==> config.mk <==
export PLATFORM = sky130hd
export DESIGN_NAME = mem_arbiter
export DESIGN_NICKNAME = d
export VERILOG_FILES = /design/src/rtl/mem_arbiter_pkg.sv /design/src/rtl/mem_arbiter.sv
export SDC_FILE = /design/constraint.sdc
export NUM_CORES = 1
export LEC_CHECK = 0
export BUFFER_PORTS_ARGS = -buffer_cell sky130_fd_sc_hd__clkbuf_2
export CAP_MARGIN = 20
export CORE_MARGIN = 2
export CORE_UTILIZATION = 44
export CTS_CLUSTER_SIZE = 40
export DETAILED_ROUTE_END_ITERATION = 6
export HOLD_SLACK_MARGIN = 0.12
export PLACE_DENSITY = 0.78
export SLEW_MARGIN = 20
export SYNTH_ARGS = -nofsm -noshare
export SYNTH_HDL_FRONTEND = slang
export SYNTH_SLANG_ARGS = --single-unit
==> constraint.sdc <==
create_clock -name clk -period 1.97 [get_ports clk]
set_input_delay 0.0985 -clock clk [delete_from_list [all_inputs] [get_ports clk]]
set_output_delay 0.0985 -clock clk [all_outputs]
set_load 0.005 [all_outputs]
==> src/rtl/mem_arbiter_pkg.sv <==
// mem_arb_p: shared types for the two-port memory arbiter.
// Contents: FSM state encoding (state_t) and the port-owner encoding (owner_t).
// No logic lives here; the arbiter imports these types.
package mem_arb_p;

    typedef enum logic [1:0] {
        IDLE = 2'd0,
        BUSY = 2'd1,
        RESP = 2'd2
    } state_t;

    typedef enum logic {
        OWN_CPU = 1'b0,
        OWN_LDR = 1'b1
    } owner_t;

endpackage

==> src/rtl/mem_arbiter.sv <==
// mem_arbiter: round-robin share of one word-wide memory port between the core (port 0) and the loader (port 1).
// Latency: request sampled in IDLE at cycle N -> ack at N+MEM_LAT+1; back-to-back period MEM_LAT+2.
// Backpressure: requesters hold req/we/adr/wd until their one-cycle ack; a losing request simply waits in IDLE.
// Ports: clk/reset (sync, active-high); reqX/weX/adrX/wdX in, ackX out per requester;
//        rdata = last read word; mem_adr/mem_wd/mem_we out to memory, mem_rd in (combinational read).
module mem_arbiter
    import mem_arb_p::*;
#(
    parameter int MEM_LAT = 1,
    parameter int AW      = 32,
    parameter int DW      = 32
) (
    input  logic          clk,
    input  logic          reset,
    input  logic          req0,
    input  logic          we0,
    input  logic [AW-1:0] adr0,
    input  logic [DW-1:0] wd0,
    output logic          ack0,
    input  logic          req1,
    input  logic          we1,
    input  logic [AW-1:0] adr1,
    input  logic [DW-1:0] wd1,
    output logic          ack1,
    output logic [DW-1:0] rdata,
    output logic [AW-1:0] mem_adr,
    output logic [DW-1:0] mem_wd,
    output logic          mem_we,
    input  logic [DW-1:0] mem_rd
);

    localparam int                CNT_W    = $clog2(MEM_LAT + 1);
    localparam logic [CNT_W-1:0]  CNT_LOAD = CNT_W'(MEM_LAT - 1);

    state_t            state_q, state_d;
    logic [CNT_W-1:0]  cnt_q, cnt_d;
    owner_t            last_grant_q, last_grant_d;
    owner_t            owner_q, owner_d;
    logic [AW-1:0]     adr_q, adr_d;
    logic [DW-1:0]     wd_q, wd_d;
    logic              we_q, we_d;
    logic [DW-1:0]     rdata_q, rdata_d;
    logic              ack0_q, ack0_d;
    logic              ack1_q, ack1_d;
    logic              mem_we_q, mem_we_d;

    // Under contention the port that did not win last time gets the grant.
    function automatic owner_t rr_pick(input logic r0, input logic r1, input owner_t last);
        if (r0 && r1) begin
            return (last == OWN_CPU) ? OWN_LDR : OWN_CPU;
        end else if (r0) begin
            return OWN_CPU;
        end else begin
            return OWN_LDR;
        end
    endfunction

    always_comb begin
        state_d      = state_q;
        cnt_d        = cnt_q;
        last_grant_d = last_grant_q;
        owner_d      = owner_q;
        adr_d        = adr_q;
        wd_d         = wd_q;
        we_d         = we_q;
        rdata_d      = rdata_q;

        unique case (state_q)
            IDLE: begin
                if (req0 || req1) begin
                    owner_d      = rr_pick(req0, req1, last_grant_q);
                    last_grant_d = owner_d;
                    adr_d        = (owner_d == OWN_CPU) ? adr0 : adr1;
                    wd_d         = (owner_d == OWN_CPU) ? wd0  : wd1;
                    we_d         = (owner_d == OWN_CPU) ? we0  : we1;
                    cnt_d        = CNT_LOAD;
                    state_d      = BUSY;
                end
            end
            BUSY: begin
                if (cnt_q == '0) begin
                    if (!we_q) begin
                        rdata_d = mem_rd;
                    end
                    state_d = RESP;
                end else begin
                    cnt_d = cnt_q - 1'b1;
                end
            end
            RESP: begin
                state_d = IDLE;
            end
            default: begin
                state_d = IDLE;
            end
        endcase

        // Outputs are registered: decode them from the next-state values so the
        // strobe lands in the final BUSY cycle and the ack in the RESP cycle.
        mem_we_d = (state_d == BUSY) && (cnt_d == '0) && we_d;
        ack0_d   = (state_d == RESP) && (owner_d == OWN_CPU);
        ack1_d   = (state_d == RESP) && (owner_d == OWN_LDR);
    end

    always_ff @(posedge clk) begin
        if (reset) begin
            state_q      <= IDLE;
            cnt_q        <= '0;
            last_grant_q <= OWN_LDR;
            owner_q      <= OWN_CPU;
            adr_q        <= '0;
            wd_q         <= '0;
            we_q         <= 1'b0;
            rdata_q      <= '0;
            ack0_q       <= 1'b0;
            ack1_q       <= 1'b0;
            mem_we_q     <= 1'b0;
        end else begin
            state_q      <= state_d;
            cnt_q        <= cnt_d;
            last_grant_q <= last_grant_d;
            owner_q      <= owner_d;
            adr_q        <= adr_d;
            wd_q         <= wd_d;
            we_q         <= we_d;
            rdata_q      <= rdata_d;
            ack0_q       <= ack0_d;
            ack1_q       <= ack1_d;
            mem_we_q     <= mem_we_d;
        end
    end

    assign ack0    = ack0_q;
    assign ack1    = ack1_q;
    assign rdata   = rdata_q;
    assign mem_adr = adr_q;
    assign mem_wd  = wd_q;
    assign mem_we  = mem_we_q;

endmodule

==> qor.yml <==
utilization_pct: 77.30
die_area_um2: 11190
synth.area.top_cells: "dfxtp_1 46%, a311oi_1 12%, a21oi_1 11%"
final_common_cell: "clkbuf_2"
p_int_mw: 3.938
clock_path_buffers: 2
die_h_um: 105.8
cts_tree: "built"
rows: 37
fin_area_um2: 7873
vias_per_cell: 5.851
finalPower_mw: 5.682
hpwl_mm: 10.49
synth_warnings: 0
place_area_um2: 5924
max-cap-violations: 0
p_per_area_nw_per_um2: 721.7
ys_seq_area_share_pct: 46.12
setup_viol_count_final: 0
synth.avg_cell_area_um2: 8.198
first_iter_violations: 676
critical_path_arrival_ns: 2.19
r2r-end: "mem_wd[29]$_SDFFE_PP0P_"
slew_headroom_pct: 55.85
hold_viol_final: 0
p_seq_share_pct: 43.9
htreeDepth: 3
clkPwrFrac_pct: 27.3
r2r_setup_slack_ns: 0.05
critPathLaunch: "req1"
ant_nets: 0
worstRegToRegCells: 6
status: "complete, no violations"
ys_ff_latch: 105
crit_type: "in -> reg"
yosysTopAreaCellShare_pct: 46.12
fmax_ghz: 0.5198
layout_common_cells: "262 x clkbuf_2, 162 x dlygate4sd3_1, 104 x dfxtp_1"
start_util_pct: 44.75
cts.sinks: 105
drc: 0
syn-num-nets: 722
pwr-share-comb_pct: 28.8
vias: 6360
insertion_delay_ns: 0.37
clk_pin_slew_ns: 0.10
path_max_fanout: 16
portBuffers: 264
dpl_worst_slack_ns: 0.3431
timing.final.ws_setup_ns: 0.04616
r2r-start: "state_q[1]$_SDFF_PP0_"
cts_buffers: 9
wire_per_inst_um: 18.42
syn_area_um2: 4558
syn_inst: 556
setup.worst_path.end: "mem_wd[29]$_SDFFE_PP0P_"
leakage_nw: 3.488
drtPass1Iterations: 7
area_growth_pct: 72.71
final.min_clock_period_ns: 1.924
irDropWorstVdd_uv: 451.3
place.gp.congestion: 0.8343
routed_wl_mm: 20.02
io_pins: 265
gr-total-overflow: 0
skew_ns: 0.01132
root_buffer: "clkbuf_8"
antenna_found_initial: 0
synth_area_leader_cell: "dfxtp_1"
tightest_slew_ns: 0.6622
slew_viol_final: 0
cp-start-kind: "primary input"
setup_tns_ns: 0
grt_pass1_vias: 6216
fillers: 682
grt_max_degree: 67
crit_path_end_kind: "flop"
yosysUniqueCellTypes: 29
grt_util_all_layers_pct: 34.31
p_sw_share_pct: 30.69
grt_pass1_wl_mm: 30.76
final_layout_size_suffix_gt1_share_pct: 32.42
min_period_over_period_pct: 97.66
die_w_um: 105.8
min_path_type: "in -> reg"
worst_ep_required_time_ns: 2.23
power_switching_mw: 1.744
nNetsFinal: 1111
core_area_um2: 10180
## sequential cells by signal, summed over array words and instances (netlist names)
name,flops
ack0,1
ack1,1
cnt_q,1
last_grant_q,1
mem_adr,32
mem_wd,32
mem_we,1
owner_q,1
rdata,32
state_q,2
we_q,1
## Yosys cell counts, drive strengths merged
cell,instances
a211o,1
a211oi,2
a21oi,97
a311oi,65
and2,1
and2b,1
buf,42
clkbuf,26
dfxtp,105
inv,2
nand2,65
nand2b,2
nand3,64
nor2,6
nor2b,1
nor3,2
nor3b,2
nor4,1
nor4b,1
o211ai,1
o21ai,65
o32ai,1
or2,2
or4b,1
## layer usage
metal / track usage [%] / share of wire [%]
met5: 0 / 0
met2: 57.74 / 48
met3: 7.421 / 8.8
met4: 23.21 / 6.0
met1: 38.83 / 37
## metrics by stage
stage / hold WS, ns / std cells
2_1_floorplan: 0.1828 / 556
4_1_cts: 0.1233 / 1084
3_5_place_dp: 0.3296 / 906
5_1_grt: 0.1726 / 1086
6_report: 0.1336 / 1087
3_3_place_gp: 0.3238 / 906
## critical path: stages
cell and delay (ns):
dlygate4sd3_1 0.53, buf_2 0.16, and2b_4 0.21, buf_12 0.15
o21ai_0 0.31, a311oi_2 0.14, dlygate4sd3_1 0.59
## final cells by class
class,count,area (um2),area share (%)
Clock inverter,5,85.08,1.081
Sequential cell,105,2103,26.72
Tap cell,136,170.2,2.161
Multi-Input combinational cell,381,2146,27.26
Clock buffer,11,141.4,1.796
Antenna cell,1,2.502,0.03179
Timing Repair Buffer,446,3217,40.86
Inverter,2,7.507,0.09536
## how the worst min path moves through the flow
stage	start	end	slack [ns]	depth (start not counted)
global route	req0	mem_wd[19]$_SDFFE_PP0P_	0.17	3
finish	req0	last_grant_q$_SDFFE_PP1P_	0.13	3
CTS	req0	last_grant_q$_SDFFE_PP1P_	0.12	3
detailed placement	mem_rd[30]	rdata[30]$_SDFFE_PP0P_	0.33	3
global placement	mem_rd[31]	rdata[31]$_SDFFE_PP0P_	0.32	3
floorplan	reset	state_q[1]$_SDFF_PP0_	0.18	1
## kinds of logic after synthesis
group,count (synthesis),synth area share [%]
buffers and inverters,70,7.576
AOI/OAI and AO/OA,232,31.16
and+or+nand+nor,149,15.15
DFF,105,46.12
## power by group through the flow
stage          Sequential [mW]  Clock [mW]  Combinational [mW]
6_report                  2.49        1.55                1.64
5_1_grt                   2.51        1.64                1.76
4_1_cts                   2.48        1.55                1.52
3_5_place_dp              2.52           0                1.22
3_3_place_gp              2.52           0                1.19
2_1_floorplan             2.52           0               0.663
## what timing repair did
action                                  CTS  global route
resized for setup                         0            14
hold endpoints to repair                 99             0
endpoints found under the setup margin    0            24
buffers inserted                          0             0
hold buffers                            162             0
(Power assumes the default switching activity.)
